**config.mk**
```make
export PLATFORM = sky130hd
export DESIGN_NAME = clk_div_ctrl
export DESIGN_NICKNAME = d
export VERILOG_FILES = /design/src/rtl/clk_div_pkg.sv /design/src/rtl/clk_div_core.sv /design/src/rtl/clk_div_ctrl.sv
export SDC_FILE = /design/constraint.sdc
export NUM_CORES = 1
export LEC_CHECK = 0
export BUFFER_PORTS_ARGS = -buffer_cell sky130_fd_sc_hd__buf_2
export CAP_MARGIN = 20
export CORE_AREA = 2 2 102 143
export CTS_CLUSTER_SIZE = 12
export DETAILED_ROUTE_END_ITERATION = 10
export DIE_AREA = 0 0 104 145
export GPL_TIMING_DRIVEN = 0
export PLACE_DENSITY = 0.54
export SYNTH_ARGS = -nofsm -noshare
export SYNTH_HDL_FRONTEND = slang
export SYNTH_SLANG_ARGS = --single-unit
```
**constraint.sdc**
```tcl
create_clock -name clk_in -period 4.9 [get_ports clk_in]
set_clock_uncertainty 0.1 [all_clocks]
set_input_delay 0.245 -clock clk_in [delete_from_list [all_inputs] [get_ports clk_in]]
set_output_delay 0.245 -clock clk_in [all_outputs]
set_load 0.02 [all_outputs]
```
**src/rtl/clk_div_pkg.sv**
```systemverilog
// Shared types and constants for the clock-divider controller.
// The optional tick counter is enabled by defining CLK_DIV_TICK_CNT_EN.
package clk_div_pkg;

  localparam int CNT_W_DEF  = 32;
  localparam int TICK_CNT_W = 16;

  typedef enum logic [1:0] {
    IDLE = 2'd0,
    RUN  = 2'd1,
    PEND = 2'd2
  } state_e;

  // Saturating increment for the tick counter; holds at all-ones.
  function automatic logic [TICK_CNT_W-1:0] sat_inc(input logic [TICK_CNT_W-1:0] val);
    return (&val) ? val : val + 1'b1;
  endfunction

endpackage

```
**src/rtl/clk_div_core.sv**
```systemverilog
// Divider counter: counts up while run is high, clears on terminal count,
// and is held at zero when not running.
module clk_div_core
  import clk_div_pkg::*;
#(
  parameter int CNT_W = CNT_W_DEF
) (
  input  logic             clk_in,
  input  logic             rst,
  input  logic             run,
  input  logic [CNT_W-1:0] term_val,
  output logic [CNT_W-1:0] count,
  output logic             term
);

  logic [CNT_W-1:0] count_q, count_d;

  assign term  = (count_q == term_val);
  assign count = count_q;

  // NOTE: every combinational output gets a default first so no path can infer a latch.
  always_comb begin
    count_d = count_q + 1'b1;
    if (!run || term) count_d = '0;
  end

  // NOTE: sequential state uses non-blocking assignments so all registers update together.
  always_ff @(posedge clk_in) begin
    if (rst) count_q <= '0;
    else     count_q <= count_d;
  end

endmodule

```
**src/rtl/clk_div_ctrl.sv**
```systemverilog
// Run-time clock-divider controller: FSM, config handshake, divided clock and tick counter.
// Define CLK_DIV_TICK_CNT_EN to build the saturating tick counter; otherwise tick_count is 0.
module clk_div_ctrl
  import clk_div_pkg::*;
#(
  parameter int          CNT_W       = CNT_W_DEF,
  parameter int unsigned DEFAULT_DIV = 12499
) (
  input  logic                  clk_in,
  input  logic                  rst,
  input  logic                  en,
  input  logic                  cfg_valid,
  input  logic [CNT_W-1:0]      cfg_div,
  output logic                  cfg_ready,
  output logic                  tick,
  output logic                  divided_clk,
  output logic                  busy,
  output logic [TICK_CNT_W-1:0] tick_count
);

  state_e           state_q, state_d;
  logic [CNT_W-1:0] div_q, div_d;
  logic [CNT_W-1:0] pend_q, pend_d;
  logic             dclk_q, dclk_d;
  logic [CNT_W-1:0] count;
  logic             term;
  logic             run;
  logic             xfer;

  // Counter stops (and clears) the cycle en drops, so IDLE is entered with count=0.
  assign run  = (state_q != IDLE) && en;
  assign xfer = cfg_valid && cfg_ready;

  clk_div_core #(.CNT_W(CNT_W)) u_core (
    .clk_in   (clk_in),
    .rst      (rst),
    .run      (run),
    .term_val (div_q),
    .count    (count),
    .term     (term)
  );

  assign tick        = (state_q != IDLE) && term;
  assign cfg_ready   = (state_q != PEND);
  assign busy        = (state_q == PEND);
  assign divided_clk = dclk_q;

  always_comb begin
    state_d = state_q;
    div_d   = div_q;
    pend_d  = pend_q;
    dclk_d  = dclk_q;
    unique case (state_q)
      IDLE: begin
        if (xfer) div_d = cfg_div;
        if (en)   state_d = RUN;
      end
      RUN: begin
        if (!en) begin
          state_d = IDLE;
          dclk_d  = 1'b0;
          if (xfer) div_d = cfg_div;
        end else begin
          if (tick) dclk_d = ~dclk_q;
          if (xfer) begin
            pend_d  = cfg_div;
            state_d = PEND;
          end
        end
      end
      PEND: begin
        // A pending value is never lost: it commits either at the terminal count or on stop.
        if (!en) begin
          state_d = IDLE;
          dclk_d  = 1'b0;
          div_d   = pend_q;
        end else if (tick) begin
          state_d = RUN;
          dclk_d  = ~dclk_q;
          div_d   = pend_q;
        end
      end
      default: state_d = IDLE;
    endcase
  end

  always_ff @(posedge clk_in) begin
    if (rst) begin
      state_q <= IDLE;
      div_q   <= CNT_W'(DEFAULT_DIV);
      pend_q  <= '0;
      dclk_q  <= 1'b0;
    end else begin
      state_q <= state_d;
      div_q   <= div_d;
      pend_q  <= pend_d;
      dclk_q  <= dclk_d;
    end
  end

`ifdef CLK_DIV_TICK_CNT_EN
  logic [TICK_CNT_W-1:0] tick_cnt_q;

  always_ff @(posedge clk_in) begin
    if (rst)       tick_cnt_q <= '0;
    else if (tick) tick_cnt_q <= sat_inc(tick_cnt_q);
  end

  assign tick_count = tick_cnt_q;
`else
  assign tick_count = '0;
`endif

endmodule

```
Word-level counts from Yosys, hierarchy flattened. Cells that the tools add are included.

Output and inout port bits: 20. Input bits: 36. Word-level logic and storage cells: 43. Flip-flop bits (word level): 99.

Bitwise operators: 1. Add/sub/neg operators: 1. Equal/unequal tests: 9. Reductions and logical operators: 14. Multiplexer cells: 13.

Operators by type and width (count): $mux W32 (4); $pmux W32 S3 (1); $add A32 B1 Y32 const B (1); $eq A32 B32 Y1 (1); $mux W2 (5); $reduce_and A3 Y1 (3); $ne A2 B2 Y1 const B (3); $ne A3 B3 Y1 const B (2); $pmux W2 S3 (1); $reduce_or A2 Y1 (2); $logic_and A1 B1 Y1 (3); $reduce_bool A3 Y1 (1); $eq A2 B1 Y1 const B (1); $eq A2 B2 Y1 const B (1); $logic_not A2 Y1 (1); $mux W1 (2); $ne A2 B1 Y1 const B (1); $reduce_and A2 Y1 (1); $reduce_bool A2 Y1 (1); $logic_not A1 Y1 (1); $logic_or A1 B1 Y1 (1); $not A1 Y1 (1).

Depth between registers and ports, before layout. Gate-level depths: netlist (run 1).

Depth in word-level cells: 5. Mapped depth: 9. Gate-level depth less buffers: 7.

Hierarchy. From an unflattened synthesis (run 1), not the netlist that was laid out.

Cells, all modules: 543. Area total of the unflattened synthesis: 4788.3 um^2.

Modules (own cells, without submodules): clk_div_ctrl (area an instance 3015.4 um^2, sequential area each 1341.3 um^2, cells each 341, instances 1); clk_div_core (area an instance 1773.0 um^2, sequential area each 640.6 um^2, cells each 202, instances 1).

Worst setup path after synthesis (run 1). No wires, ideal clock.

Path type: reg2reg. Start: reg u_core.count_q[2], in the netlist u_core.count[2]. End: reg div_q[12]. Path slack: 2.816 ns. Cell stages (with the launch flop): 9. Library setup time: 0.072 ns. Buffers on the path: 2. Required time: 4.728 ns. Data arrival time: 1.912 ns. Clock period less this slack: 2.084 ns. Cell sequence: dfxtp_1 xor2_1 nor4_2 nand4bb_1 nor4_4 or2_1 buf_2 buf_6 mux2i_1.

Cells in the longest elaborated chain, start to end: 4.

Ends and longest elaborated chain: start, declared (RTL line clk_div_core.sv:16) `logic [CNT_W-1:0] count_q, count_d;`; start signal, assigned (RTL line clk_div_core.sv:30) `else count_q <= count_d;`; $eq A32 B32 Y1 (RTL line clk_div_core.sv:18) `assign term = (count_q == term_val);`; $logic_and A1 B1 Y1 (RTL line clk_div_ctrl.sv:43) `assign tick = (state_q != IDLE) && term;`; $ne A3 B3 Y1 (no line); $reduce_and A3 Y1 (no line); end signal, assigned (RTL line clk_div_ctrl.sv:90) `div_q <= CNT_W'(DEFAULT_DIV);`; end signal, assigned (RTL line clk_div_ctrl.sv:95) `div_q <= div_d;`; end, declared (RTL line clk_div_ctrl.sv:22) `logic [CNT_W-1:0] div_q, div_d;`.

No other way between the ends. A chain may end at the register's enable or synchronous reset.

Worst setup path after layout (run 1).
Start: reg state_q[0]. End: reg pend_q[2].

Cells in the longest elaborated chain, start to end: 3. Elaborated cells on any way between the ends: 4. Classes of those cells: 2 x eq/ne; 2 x reduce/logical.

Ends and longest elaborated chain: start, declared (RTL line clk_div_ctrl.sv:21) `state_e state_q, state_d;`; start signal, assigned (RTL line clk_div_ctrl.sv:94) `state_q <= state_d;`; $ne A2 B2 Y1 (RTL line clk_div_ctrl.sv:44) `assign cfg_ready = (state_q != PEND);`; $logic_and A1 B1 Y1 (RTL line clk_div_ctrl.sv:32) `assign xfer = cfg_valid && cfg_ready;`; $reduce_and A3 Y1 (no line) *; end signal, assigned (RTL line clk_div_ctrl.sv:96) `pend_q <= pend_d;`; end, declared (RTL line clk_div_ctrl.sv:23) `logic [CNT_W-1:0] pend_q, pend_d;`.

Every way passes the cells marked *; elsewhere a longest branch is shown, timed or not.

==> results of run 1 <==
-- final timing paths --
path,endpoint,from,cells past startpoint,slack (ns)
worst min-delay path,pend_q[3]$_SDFFE_PP0P_,cfg_div[3],3,0.03
worst min register to register,pend_q[7]$_SDFFE_PP0P_,pend_q[7]$_SDFFE_PP0P_,2,0.35
worst max-delay path,pend_q[2]$_SDFFE_PP0P_,state_q[0]$_SDFFE_PP0P_,7,2.25
worst max register to register,pend_q[2]$_SDFFE_PP0P_,state_q[0]$_SDFFE_PP0P_,7,2.25
-- power by group through the flow --
stage                     logic, uW  registers, uW  clock network [uW]
after floorplan                 216            901                   0
after global placement          286            910                   0
after detailed placement        291            912                   0
after CTS                       293            893                 717
after global routing            323            899                 749
final                           289            892                 702
-- per-layer routing --
metal	vias up	global-route usage
li1	1963	-
met2	62	0.283
met5	-	0
met4	0	0.0662
met1	1717	0.176
met3	15	0.0256
-- Yosys cell counts, types with 2 or more instances --
| library cell | number | area share |
|---|---|---|
| clkbuf_1 | 23 | 0.018 |
| mux2i_1 | 33 | 0.070 |
| or3_1 | 4 | 0.0053 |
| a211oi_1 | 32 | 0.051 |
| or2_1 | 2 | 0.0027 |
| nor4_2 | 3 | 0.0080 |
| and3_1 | 2 | 0.0027 |
| xor2_1 | 41 | 0.076 |
| and2_1 | 7 | 0.0093 |
| dfxtp_1 | 99 | 0.42 |
| inv_1 | 13 | 0.010 |
| nand3_1 | 12 | 0.013 |
| or4_1 | 2 | 0.0032 |
| a21oi_1 | 36 | 0.038 |
| buf_4 | 18 | 0.029 |
| nor3_1 | 33 | 0.035 |
| nor2_1 | 52 | 0.041 |
| ha_1 | 5 | 0.013 |
| nand2_1 | 78 | 0.062 |
| buf_2 | 8 | 0.0085 |
| xnor2_1 | 21 | 0.039 |
| nand4_1 | 6 | 0.0080 |
| nor4_1 | 6 | 0.0080 |
-- area by class of cell --
| cell class | count | area (sq um) |
|---|---|---|
| plain buffers | 50 | 273 |
| inverters | 14 | 52.6 |
| repair buffers | 38 | 190 |
| well taps | 185 | 231 |
| multi-input cells | 403 | 2460 |
| clock inverters | 6 | 53.8 |
| clock buffers | 10 | 239 |
| flip-flops and latches | 99 | 1980 |
| fillers | 1451 | 8300 |
-- cell families after synthesis --
kind of cell             Yosys count
adder cells (fa/ha/maj)            5
XOR/XNOR                          62
multiplexers                      34
AND/OR/NAND/NOR                  213
AO/OA/AOI/OAI                     73
buffers and inverters             64
other                              1
flip-flops                        99
-- through the flow --
stage	std cells	util
after floorplan	566	-
after global placement	789	0.377
after detailed placement	789	0.377
after CTS	805	0.398
after global routing	805	0.398
final	805	0.398
-- flip-flops by register name (all words and copies together), names as in the netlist --
signal and cells:
div_q 32, pend_q 32, u_core.count 32, divided_clk 1
state_q 2
-- worst max-delay path, stage by stage (launching register included) --
cell,delay [ns]
dfxtp_1,0.39
inv_1,0.10
ha_1,0.24
clkbuf_1,0.24
nor3_1,0.77
clkbuf_1,0.49
nand2_1,0.11
a21oi_1,0.14
==> run summary, run 1 <==
first-pass GRT wire length - 18600 um
first drt pass iteration count - 4
commonest non-fill, non-tap cells in the layout - dfxtp_1 (99), nand2_1 (78), nor2_1 (52)
Die Span Y - 145 um
number of enable flip-flop cells after synthesis - 0
CP Max Fanout - 10
DR WL/cell - 13.9 um
register clock-pin slew on the reported worst setup and hold paths - 0.08 ns
Mapped Area - 0.00471 sq mm
Core Footprint - 0.0138 sq mm
Arr. time, crit path - 2.83 ns
Flop pwr share - 0.474
initial DRC count - 84
grt ovf - 0
WS Path Type - flop to flop
Placed Area - 0.00519 sq mm
Final GP Congestion - 0.862
final setup fails - 0
final antenna-violating net count - 0
H-Tree Depth - 3
clk sinks - 99
Post-CTS Setup Bufs - 0
CTS tree - yes
CTS root buffer - clkbuf_16
status - finished clean
crit end category - flop
wl on met1 - 4790 um
clk buf depth - 2
total power - 1880 uW
period utilization - 0.541
vias in the first global route - 3667
CTS buffer count - 9
final net count - 656
Net Sw Frac - 0.285
Avg Vias per Cell - 4.67
peak supply drop - 0.000180 V
top sig layer - met4
WP data required - 5.08 ns
met3 wire length - 267 um
most common library cell in the layout ignoring fill and taps - dfxtp_1
post-route setup slack - 2.25 ns
Tmin final - 2.65 ns
Total GRT Usage - 0.155
Static Leak - 0.00200 uW
layout cells sized above 1 - 0.142
synth warn - 0
Die Wd - 104 um
switching power total - 537 uW
largest family of logic cells by synthesized area - simple AND/OR/NAND/NOR gates
via count - 3757
PortBufs - 38
Final Hold Viols - 0
worst-margin pin slew - 0.859 ns
P&R area growth vs syn - 16.4%
FP Rows - 51
fmax - 377 MHz
portion of netlist area occupied by mux cells - 0.0725
ys flop type - dfxtp_1
largest net degree at the start of global routing - 19
unrepaired setup endpoints after global routing - false
Clock Power Share - 0.373
hpwl dp - 8920 um
Max Slew Vio Count - 0
simple logic cell fraction of the synthesized area - 0.212
area of all placed cells without fillers - 0.00548 sq mm
Worst-Skew Late Latency - 0.35 ns
initial core utilization - 0.342
TNS Setup - 0 ns
initial antenna violation count - 0
distinct cell type count after synthesis - 38
die area - 0.0151 sq mm
FFs w/ async S/R, synth - 0
Place WS - 2.18 ns
post-synthesis adder-cell area fraction - 0.0133
hold slack - 0.0307 ns
ANT cells - 0
Comb pwr share - 0.154
Pint - 1350 uW
Detail Route met2 WL - 5870 um
max-cap violations - 0
synthesized area per cell - 8.55 sq um
Hold-fix buffers, CTS - 0
Synth Area in Compound Gates - 0.0969
drt total wl - 11200 um
Seq cells post-synth - 99
Slew Limit Headroom - 0.423
Resized cells post-CTS - 0
post-synthesis cell count - 551
Hold/Removal Path Class - input port to flop
xor/xnor cell area share of the yosys netlist - 0.115
Post-route DRC - 0
Startpoint Class - flop
Seq/Total Area, Yosys - 0.420
Pwr Density - 343 mW/mm^2
num ports - 56
Note: power is estimated with default switching activity, not from simulation.
==> run 2: changes to the inputs <==
--- a/config.mk
+++ b/config.mk
@@ -12,7 +12,7 @@
 export DETAILED_ROUTE_END_ITERATION = 10
 export DIE_AREA = 0 0 104 145
 export GPL_TIMING_DRIVEN = 0
-export PLACE_DENSITY = 0.54
+export PLACE_DENSITY = 0.55
 export SYNTH_ARGS = -nofsm -noshare
 export SYNTH_HDL_FRONTEND = slang
 export SYNTH_SLANG_ARGS = --single-unit
==> constraint.sdc (replaced) <==
create_clock -name clk_in -period 2.25 [get_ports clk_in]
set_clock_uncertainty 0.1 [all_clocks]
set_input_delay 0.1125 -clock clk_in [delete_from_list [all_inputs] [get_ports clk_in]]
set_output_delay 0.1125 -clock clk_in [all_outputs]
set_load 0.02 [all_outputs]
==> run 2 against run 1 <==
The flow now finishes with violations (negative setup slack). Setup slack lost 2.3 ns. Final cell count grew 4.7%. Total power grew 120%. First-iteration DRC count grew 52%. Register-to-register slack lost 2.3 ns. Routed wire length grew 4.8%. Largest power group unchanged. Highest routed layer unchanged. Non-clock buffer count grew 38. Design area grew 11%. Critical endpoint is now tick.
==> run summary, run 2 (synthesis results as in run 1) <==
hpwl dp - 8900 um
vias in the first global route - 3946
period utilization - 1.02
initial DRC count - 128
grt ovf - 0
CTS root buffer - clkbuf_16
Avg Vias per Cell - 4.67
commonest non-fill, non-tap cells in the layout - dfxtp_1 (78), nand2_1 (77), nor2_1 (52)
FP Rows - 51
worst-margin pin slew - 0.602 ns
r2r startpoint - div_q[12]$_SDFFE_PP1P_
clk buf depth - 2
P&R area growth vs syn - 29.6%
initial core utilization - 0.342
Slew Limit Headroom - 0.599
PortBufs - 38
H-Tree Depth - 3
Pwr Density - 687 mW/mm^2
crit path buf inv count - 3
WS Path Type - flop to output port
total power - 4190 uW
Die Wd - 104 um
max-cap violations - 0
final setup fails - 2
Worst-Skew Late Latency - 0.35 ns
RR Endpoint - state_q[0]$_SDFFE_PP0P_
unrepaired setup endpoints after global routing - true
initial antenna violation count - 0
crit-path cells - xor2_2 > nor4_2 > nand4_1 > buf_4 > or3_4 > inv_2 > buf_6
CTS buffer count - 9
layout cells sized above 1 - 0.231
register clock-pin slew on the reported worst setup and hold paths - 0.07 ns
slowest CP cell - or3_4
Hold/Removal Path Class - input port to flop
drt total wl - 11700 um
WP data required - 2.04 ns
Post-route DRC - 0
CTS tree - yes
Final GP Congestion - 0.873
Arr. time, crit path - 2.07 ns
crit path capture - tick
Tmin final - 2.28 ns
final net count - 694
Crit path depth - 7
cell depth of the worst flop-to-flop path - 7
DR WL/cell - 13.9 um
via count - 3941
TNS Setup - -0.0412 ns
ANT cells - 0
failing checks - negative setup slack
num ports - 56
clk sinks - 99
CP peak stage delay - 0.36 ns
Final Hold Viols - 0
die area - 0.0151 sq mm
Critical path origin - div_q[12]$_SDFFE_PP1P_
Total GRT Usage - 0.161
most common library cell in the layout ignoring fill and taps - dfxtp_1
CP Max Fanout - 5
first drt pass iteration count - 5
Core Footprint - 0.0138 sq mm
Die Span Y - 145 um
Static Leak - 0.00227 uW
post-route setup slack - -0.0340 ns
Max Slew Vio Count - 0
first-pass GRT wire length - 19500 um
peak supply drop - 0.000435 V
fmax - 438 MHz
family with the most delay on the worst path - simple AND/OR/NAND/NOR gates
final antenna-violating net count - 0
crit end category - output port
status - complete, but fails checks
Startpoint Class - flop
largest net degree at the start of global routing - 19
R2R setup slack - -0.01 ns
## run 2: cell types whose count changed in the layout (fill, tap and decap cells not counted), moves of 3 or more
cell           before  now
dfxtp_2             0   19
dfxtp_1            99   78
nor3_2              1    6
buf_2              46   40
a211oi_2            0    5
clkbuf_1           23    9
buf_4              18   24
clkbuf_2            0    9
dlygate4sd3_1       0   32
buf_6               1    6
a211oi_1           32   27
nor3_1             33   27
clkbuf_4            0    3
## run 2: metrics by stage
stage                     cell area, sq um  cells  utilization  hold slack [ns]  setup WS (ns)
after floorplan                       4770    566            -            0.148          0.166
after global placement                5190    789        0.377            0.266         -0.398
after detailed placement              5190    789        0.377            0.272         -0.477
after CTS                             5910    842        0.429            0.106        -0.0624
after global routing                  6110    843        0.443            0.176         -0.149
final                                 6110    843        0.443            0.149        -0.0340
## run 2: worst min path at each step
stage	startpoint	end	slack, ns	cells past startpoint
floorplan	cfg_div[0]	pend_q[0]$_SDFFE_PP0P_	0.15	2
global placement	cfg_div[17]	pend_q[17]$_SDFFE_PP0P_	0.27	3
global route	en	divided_clk$_SDFFE_PP0P_	0.18	3
detailed placement	cfg_div[31]	pend_q[31]$_SDFFE_PP0P_	0.27	3
CTS	en	divided_clk$_SDFFE_PP0P_	0.11	3
finish	rst	state_q[0]$_SDFFE_PP0P_	0.15	3
## run 2: worst register-to-register path, delay by kind of cell (launching register included)
family | cells | cell delay (ns)
buffers and inverters | 1 | 0.19
DFF | 1 | 0.35
AOI/OAI and AO/OA | 1 | 0.15
xor gates and xnor gates | 1 | 0.18
muxes | 1 | 0.35
and+or+nand+nor | 3 | 0.83
## run 2: cell type report
class | instances | area (sq um)
Buffer | 48 | 330
Clock buffer | 9 | 225
Clock inverter | 7 | 60.1
Fill cell | 1383 | 7680
Inverter | 14 | 52.6
Multi-Input combinational cell | 403 | 2600
Sequential cell | 99 | 2010
Tap cell | 185 | 231
Timing Repair Buffer | 78 | 594
## run 2: report_power, final
group          internal [uW]  switching, uW
clock                    769            716
combinational            354            407
sequential              1860           84.3
total                   2990           1210
## run 2: layer usage
layer / part of all wire / global-route usage / vias up
met4: 0.018 / 0.0736 / 0
li1: - / - / 2043
met3: 0.022 / 0.0112 / 14
met2: 0.55 / 0.308 / 65
met1: 0.41 / 0.178 / 1819
met5: 0 / 0 / -
## run 2: what timing repair did
action                                 4_1_cts  5_1_grt
hold buffers                                32        0
endpoints found under the hold margin       39        0
cloned                                       0        1
setup endpoints to repair                  100       97
buffers inserted                             5        2
pin swaps                                    8        5
resized for setup                           31       61
==> run 3: changes to the inputs <==
--- a/config.mk
+++ b/config.mk
@@ -13,6 +13,7 @@
 export DIE_AREA = 0 0 104 145
 export GPL_TIMING_DRIVEN = 0
 export PLACE_DENSITY = 0.55
+export REMOVE_ABC_BUFFERS = 1
 export SYNTH_ARGS = -nofsm -noshare
 export SYNTH_HDL_FRONTEND = slang
 export SYNTH_SLANG_ARGS = --single-unit
==> run 3 against run 2 <==
Flip-flop and latch count is the same. Largest power group is now clock. Setup slack improved by 0.012 ns. Fmax is 0.53% higher. Sequential share of layout area shrank 0.41 points. The run still ends with negative setup slack left. Worst hold slack got worse by 0.10 ns. First-iteration DRC count up 13%. Die area is the same. Highest routed layer unchanged. Design area grew 0.57%. Global-route usage decreased by 1.3 points. Critical endpoint unchanged. Total power up 11%. Largest cell class unchanged.
==> run summary, run 3 (synthesis results as in run 1) <==
utilization after layout - 0.446
Global Route met2 Usage - 0.276
Reg area - 0.00200 sq mm
clk buf depth - 2
fin cells - 816
H-Tree Depth - 3
Inst Count DP - 750
FP Rows - 51
Worst-Skew Late Latency - 0.34 ns
initial DRC count - 144
grt ovf - 0
PortBufs - 39
final antenna-violating net count - 0
unrepaired setup endpoints after global routing - true
largest net degree at the start of global routing - 50
Static Leak - 0.00227 uW
initial core utilization - 0.342
Tmin final - 2.27 ns
DR WL/cell - 13.5 um
CTS buffer count - 9
hold slack - 0.0482 ns
failing checks - negative setup slack
peak supply drop - 0.000405 V
Die Span Y - 145 um
via count - 3916
first drt pass iteration count - 5
Avg Vias per Cell - 4.80
worst-margin pin slew - 0.588 ns
clk sinks - 99
commonest non-fill, non-tap cells in the layout - dfxtp_1 (89), nand2_1 (76), xor2_1 (41), nor2_1 (41), buf_2 (38)
P&R area growth vs syn - 30.3%
Comb pwr share - 0.161
R2R setup slack - -0.02 ns
CTS root buffer - clkbuf_16
final setup fails - 14
gr busiest metal - met2
Max Slew Vio Count - 0
Final Hold Viols - 0
register clock-pin slew on the reported worst setup and hold paths - 0.07 ns
switching power total - 1140 uW
CTS tree - yes
Startpoint Class - flop
die area - 0.0151 sq mm
ANT cells - 0
Hold/Removal Path Class - input port to flop
Final GP Congestion - 0.762
Multi-input gate area - 0.00258 sq mm
Die Wd - 104 um
Slew Limit Headroom - 0.608
first-pass GRT wire length - 18000 um
Total GRT Usage - 0.148
Flop pwr share - 0.416
Clock Power Share - 0.423
layout cells sized above 1 - 0.201
Net Sw Frac - 0.244
initial antenna violation count - 0
max-cap violations - 0
most common library cell in the layout ignoring fill and taps - dfxtp_1
Arr. time, crit path - 2.06 ns
Core Footprint - 0.0138 sq mm
FILL cells - 1389
CP Max Fanout - 5
Pint - 3530 uW
met3 Use GR - 0.0314
period utilization - 1.01
Pwr Density - 760 mW/mm^2
TNS Setup - -0.102 ns
WS Path Type - flop to output port
drt total wl - 11000 um
Post-route DRC - 0
hpwl dp - 7840 um
post-route setup slack - -0.0221 ns
fmax - 440 MHz
status - complete, but fails checks
final net count - 667
vias in the first global route - 3796
num ports - 56
total power - 4670 uW
met1 GRT Util - 0.155
crit end category - output port
WP data required - 2.04 ns
[run 3: cell count changes in the layout (fill, tap and decap cells not counted), sizes merged]
cell	delta
bufinv	+5
inv	-3
clkinvlp	-2
clkbuf	-21
buf	-6
[run 3: worst max-delay path, cell delays in order (launching register included)]
cell and delay (ns):
dfxtp_4 0.35, xor2_1 0.15, nor4_2 0.32, nand4_1 0.15
buf_6 0.16, or3_4 0.40, inv_2 0.07, buf_6 0.11
[run 3: layout make-up]
cell class | count | share of cell area
Clock inverter | 7 | 0.0267
Multi-Input combinational cell | 403 | 0.421
Inverter | 14 | 0.00856
Tap cell | 185 | 0.0377
Timing Repair Buffer | 99 | 0.144
Clock buffer | 9 | 0.0367
Sequential cell | 99 | 0.326
[run 3: per-layer routing]
layer / vias up / share of wire
met1: 1830 / 0.41
met5: - / 0
met3: 27 / 0.027
met2: 73 / 0.53
met4: 0 / 0.035
li1: 1986 / -
[run 3: power groups by stage]
stage,Clock (uW),Combinational [uW],Sequential [uW]
6_report,1980,753,1940
5_1_grt,2090,824,1950
4_1_cts,2020,730,1940
3_5_place_dp,0,629,1980
3_3_place_gp,0,562,1980
2_1_floorplan,0,405,1960
[run 3: metrics by stage]
stage,area [sq um],worst slack (ns)
after floorplan,4500,-1.40
after global placement,4920,-2.78
after detailed placement,5110,-1.31
after CTS,5990,-0.00877
after global routing,6140,-0.153
final,6140,-0.0221
[run 3: what timing repair did]
action	CTS	global route
setup buffers	9	8
cloned	0	1
hold buffers	32	0
hold endpoints to repair	39	0
pin swaps	9	9
setup endpoints to repair	101	83
gates resized for setup	25	24
[run 3: worst paths after layout]
check                                   start                     endpoint  depth (start not counted)
setup / recovery  u_core.count[28]$_SDFF_PP0_                         tick                          7
hold / removal                             en     divided_clk$_SDFFE_PP0P_                          3
setup reg to reg  u_core.count[28]$_SDFF_PP0_  u_core.count[30]$_SDFF_PP0_                          9
hold reg to reg       pend_q[12]$_SDFFE_PP0P_      pend_q[12]$_SDFFE_PP0P_                          2
